$ cat src/rtl/imem_boot_loader.sv
// Byte-stream boot loader: receives a 16-bit little-endian word count followed
// by the image bytes, packs them LSB-first into 32-bit words, writes them into
// the instruction memory and releases the core reset once the image is in.
// Optional feature macro: IMEM_LOADER_CHECKSUM_EN adds a trailing XOR checksum
// byte that must match before the core is released.
module imem_boot_loader #(
    parameter int unsigned ADDR_WIDTH = 8
) (
    input  logic                  clk,
    input  logic                  rst,
    input  logic                  s_valid,
    input  logic [7:0]            s_data,
    output logic                  s_ready,
    output logic                  imem_we,
    output logic [ADDR_WIDTH-1:0] imem_addr,
    output logic [31:0]           imem_wdata,
    output logic                  core_rst_n,
    output logic                  busy,
    output logic                  done,
    output logic                  err,
    output logic [ADDR_WIDTH:0]   words_loaded
);

    localparam int unsigned CNT_W    = ADDR_WIDTH + 1;
    localparam logic [16:0] CAPACITY = 17'(1) << ADDR_WIDTH;

    // Status flag sets, ordered {s_ready, busy, done, err, core_rst_n}
    localparam logic [4:0] F_RUN   = 5'b11000;
    localparam logic [4:0] F_FLUSH = 5'b01000;
    localparam logic [4:0] F_DONE  = 5'b00101;
    localparam logic [4:0] F_ERR   = 5'b00010;

    // FLUSH is the cycle the final imem write is presented; no byte is taken there
    typedef enum logic [2:0] {
        LEN_LO,
        LEN_HI,
        DATA,
        FLUSH,
`ifdef IMEM_LOADER_CHECKSUM_EN
        CHK,
`endif
        DONE,
        ERROR
    } state_t;

    state_t      state;
    logic [15:0] len_q;
    logic [1:0]  byte_idx;
    logic [23:0] asm_q;
`ifdef IMEM_LOADER_CHECKSUM_EN
    logic [7:0]  xor_q;
`endif

    logic        accept;
    logic [15:0] len_hdr;
    logic        last_word;

    // Handshake, full header as seen on the LEN_HI byte, and last-word detect
    assign accept    = s_valid & s_ready;
    assign len_hdr   = {s_data, len_q[7:0]};
    assign last_word = (17'(words_loaded) + 17'd1) == {1'b0, len_q};

    // Loader FSM with registered status, write port and counters
    always_ff @(posedge clk) begin
        if (!rst) begin
            state                                   <= LEN_LO;
            {s_ready, busy, done, err, core_rst_n}  <= F_RUN;
            imem_we                                 <= 1'b0;
            imem_addr                               <= '0;
            imem_wdata                              <= '0;
            len_q                                   <= '0;
            byte_idx                                <= '0;
            asm_q                                   <= '0;
            words_loaded                            <= '0;
`ifdef IMEM_LOADER_CHECKSUM_EN
            xor_q                                   <= '0;
`endif
        end else begin
            imem_we <= 1'b0;
            case (state)
                LEN_LO: begin
                    if (accept) begin
                        len_q[7:0] <= s_data;
                        state      <= LEN_HI;
                    end
                end
                LEN_HI: begin
                    if (accept) begin
                        len_q <= len_hdr;
                        if (len_hdr == 16'd0) begin
                            state                                  <= FLUSH;
                            {s_ready, busy, done, err, core_rst_n} <= F_FLUSH;
                        end else if ({1'b0, len_hdr} > CAPACITY) begin
                            state                                  <= ERROR;
                            {s_ready, busy, done, err, core_rst_n} <= F_ERR;
                        end else begin
                            state <= DATA;
                        end
                    end
                end
                DATA: begin
                    if (accept) begin
`ifdef IMEM_LOADER_CHECKSUM_EN
                        xor_q <= xor_q ^ s_data;
`endif
                        byte_idx <= byte_idx + 2'd1;
                        if (byte_idx == 2'd3) begin
                            imem_we      <= 1'b1;
                            imem_addr    <= words_loaded[ADDR_WIDTH-1:0];
                            imem_wdata   <= {s_data, asm_q};
                            words_loaded <= words_loaded + CNT_W'(1);
                            if (last_word) begin
                                state                                  <= FLUSH;
                                {s_ready, busy, done, err, core_rst_n} <= F_FLUSH;
                            end
                        end else begin
                            case (byte_idx)
                                2'd0:    asm_q[7:0]   <= s_data;
                                2'd1:    asm_q[15:8]  <= s_data;
                                default: asm_q[23:16] <= s_data;
                            endcase
                        end
                    end
                end
                FLUSH: begin
`ifdef IMEM_LOADER_CHECKSUM_EN
                    state                                  <= CHK;
                    {s_ready, busy, done, err, core_rst_n} <= F_RUN;
`else
                    state                                  <= DONE;
                    {s_ready, busy, done, err, core_rst_n} <= F_DONE;
`endif
                end
`ifdef IMEM_LOADER_CHECKSUM_EN
                CHK: begin
                    if (accept) begin
                        if (s_data == xor_q) begin
                            state                                  <= DONE;
                            {s_ready, busy, done, err, core_rst_n} <= F_DONE;
                        end else begin
                            state                                  <= ERROR;
                            {s_ready, busy, done, err, core_rst_n} <= F_ERR;
                        end
                    end
                end
`endif
                DONE: begin
                    state <= DONE;
                end
                ERROR: begin
                    state <= ERROR;
                end
                default: begin
                    state                                  <= ERROR;
                    {s_ready, busy, done, err, core_rst_n} <= F_ERR;
                end
            endcase
        end
    end

endmodule

$ cat config.mk
export PLATFORM = sky130hd
export DESIGN_NAME = imem_boot_loader
export DESIGN_NICKNAME = d
export VERILOG_FILES = /design/src/rtl/imem_boot_loader.sv
export SDC_FILE = /design/constraint.sdc
export NUM_CORES = 1
export LEC_CHECK = 0
export CORE_UTILIZATION = 45
export CTS_CLUSTER_DIAMETER = 80
export DETAILED_ROUTE_END_ITERATION = 10
export GPL_TIMING_DRIVEN = 1
export PLACE_DENSITY = 0.66
export SLEW_MARGIN = 20
export SYNTH_ARGS = -nofsm -noshare
export SYNTH_HDL_FRONTEND = slang
export SYNTH_SLANG_ARGS = --single-unit
$ cat constraint.sdc
create_clock -name clk -period 2.9 [get_ports clk]
set_input_delay 0.58 -clock clk [delete_from_list [all_inputs] [get_ports clk]]
set_output_delay 0.58 -clock clk [all_outputs]
set_load 0.02 [all_outputs]
==> results.cfg <==
[status]
status = finished with violations
violations = design-rule violations

[clock_network]
cts_tree = done
cts_setup_buffers = 0
h-tree-depth = 3
cts_buffers = 9
cts_buffer_depth = 2
clk_pin_slew_ps = 100
root_buffer = clkbuf_8
cts_hold_buf = 0
clkSinkCount = 99
clk_latency_ps = 370
post_cts_resized = 0

[worst_setup_path]
slowest_stage = ha_1
ff2ff_setup_slack_ps = 400
crit_type = reg2reg
cp_data_arrival_time_ps = 2750
worstPathMaxFanout = 12
cp.required_ps = 3160
critPathLaunchType = flop
path_cells = ha_1 > nand3b_1 > a221oi_1 > o2111ai_1 > a211o_1 > nor2b_4 > o31a_1
crit_path_max_incr_delay_ps = 490
cpLargestDelayFamily = compound AO/OA/AOI/OAI gates
path_buf_inv = 0
endpoint_kind = flop

[sta]
hold_viol_final = 0
rsz0062_at_grt = no
fin_worst_skew_ps = 9.76
hold_ws_ps = 460
period_share_pct = 86.1
fin_tns_setup_ps = 0
worst_pin_slew_ps = 554
slew_headroom_pct = 63.0
setup_violations = 0
slew_violations = 0
fmax_mhz = 401
min_period_ps = 2500

[synthesis]
synth.avg_cell_area_um2 = 8.50
synth-seq-cells = 99
syn_area_um2 = 4160
ys_types = 52
yosysSeqAreaShare_pct = 47.7
synthFlopType = dfxtp_1
synthCells = 489
yosys_warnings = 0
syn-num-nets = 505
synth_edf_count = 0
synthArstFlopShare_pct = 0

[floorplanning]
core-area_um2 = 8850
io_pins = 66
fp.dieArea_um2 = 9630
die_y_um = 98.1
start_util_pct = 47.0
num_rows = 34
dieWidth_um = 98.1

[detailed_routing]
drc_errors = 6
vias_per_cell = 5.38
routed_wl_mm = 9.65
antenna_left = 0
drt_pass1_iterations = 9
dr.first_iter.drc_count = 190
wl_per_cell_um = 14.6
vias = 3543

[placed_design]
hpwlAfterDp_mm = 6.61
gp_congestion = 0.783
port_buffers = 65
postPlaceCellArea_um2 = 4920

[grt]
grt_usage_pct = 20.7
first_global_vias = 3330
grt_overflow = 0
grt_pass1_wl_mm = 15.9
grt_start_max_net_pins = 45
antenna_found_initial = 0

[power_and_ir_drop]
leakagePower_uw = 0.00175
p_per_area_nw_per_um2 = 482
irDropWorstVdd_uv = 223

[layout]
antenna_cells = 0
drive_above_1_share_pct = 6.90
finalInstanceArea_um2 = 5100
fin_nets = 562
final_util_pct = 57.7
area_delta_synth_final_pct = 22.8

[flow_run]
maxCapViolCount = 0

[min_path]
hp-class = reg2reg
## Yosys cell counts, types with 3 or more instances
cell type | n | area (um^2)
dfxtp_1 | 99 | 1980
nand4_1 | 6 | 37.5
or3_1 | 3 | 18.8
o21ai_0 | 7 | 35.0
buf_1 | 4 | 15.0
xnor2_1 | 11 | 96.3
a21oi_1 | 59 | 295
buf_6 | 3 | 33.8
nand2b_1 | 4 | 25.0
ha_1 | 5 | 62.6
and2_1 | 4 | 25.0
nor2_1 | 51 | 191
clkbuf_1 | 20 | 75.1
xor2_1 | 6 | 52.6
nand2_1 | 106 | 398
nor4_1 | 3 | 18.8
nand3_1 | 10 | 50.1
inv_1 | 4 | 15.0
nand3b_1 | 3 | 22.5
mux2i_1 | 35 | 350
buf_2 | 6 | 30.0
nor3_1 | 5 | 25.0
## routing by layer
| metal | vias to the layer above | share of wire, % | wire [um] | global-route usage (%) |
|---|---|---|---|---|
| li1 | 1762 | - | - | - |
| met4 | 0 | 1.1 | 106 | 6.41 |
| met2 | 86 | 48 | 4590 | 35.0 |
| met3 | 7 | 4.7 | 452 | 4.01 |
| met1 | 1688 | 47 | 4510 | 26.7 |
| met5 | - | 0 | 0 | 0 |
## cell usage in the layout, fill, tap and decap left out, drive strengths merged, types with 2 or more instances in the layout
cell / n
nand3: 10
and2: 5
clkbuf: 11
o21ai: 7
o32ai: 2
nor2: 52
clkdlybuf4s50: 65
inv: 8
nor3: 7
xnor2: 11
nand4: 6
a21oi: 59
dfxtp: 99
mux2i: 35
buf: 15
nand2: 106
o31ai: 2
or3b: 2
nor2b: 2
nor4: 3
nand3b: 3
clkinvlp: 2
and3b: 2
xor2: 6
ha: 5
or3: 3
nand2b: 4
## cell families after synthesis
family	count (synthesis)	synth area share (%)
buf+inv	39	4.33
simple gates	210	22.9
flops	99	47.7
mux	35	8.43
xor+xnor	17	3.58
compound gates	84	11.6
fa+ha+maj	5	1.50
## area by class of cell
cell class / instances / area (um^2)
clock buffers: 11 / 141
clock inverters: 5 / 43.8
fillers: 835 / 3740
inverters: 5 / 18.8
multi-input cells: 351 / 2000
flip-flops and latches: 99 / 1980
well taps: 108 / 135
repair buffers: 80 / 788
## tightest hold or removal path, stage by stage, from the launching register on
cell,delay (ps)
dfxtp_1,320
nand2_1,50
a21oi_1,50
## report_power, final
| part | switching, uW | leakage (uW) | total [uW] | internal, uW |
|---|---|---|---|---|
| clock network | 494 | 0.0000885 | 843 | 348 |
| registers | 25.8 | 0.000800 | 1410 | 1380 |
| logic | 116 | 0.000866 | 210 | 93.9 |
| total | 636 | 0.00175 | 2460 | 1820 |
## state kept, by name (all words and copies together), names as in the netlist
register / cells
busy: 1
err: 1
byte_idx: 2
state: 3
words_loaded: 9
imem_wdata: 32
imem_we: 1
len_q: 16
done: 1
s_ready: 1
imem_addr: 8
asm_q: 24
## worst paths after layout
check / depth (start not counted) / end / from
hold / removal: 2 / imem_wdata[19] / asm_q[19]
hold reg to reg: 2 / imem_wdata[19] / asm_q[19]
setup / recovery: 7 / state[0] / words_loaded[1]
setup reg to reg: 7 / state[0] / words_loaded[1]
## stage by stage
stage	setup WS, ps	power, uW	cells
3_3_place_gp	287	1650	643
4_1_cts	437	2480	659
6_report	404	2460	659
3_5_place_dp	234	1650	643
5_1_grt	248	2550	659
2_1_floorplan	637	1570	489
Power figures use the tool's default switching activity.
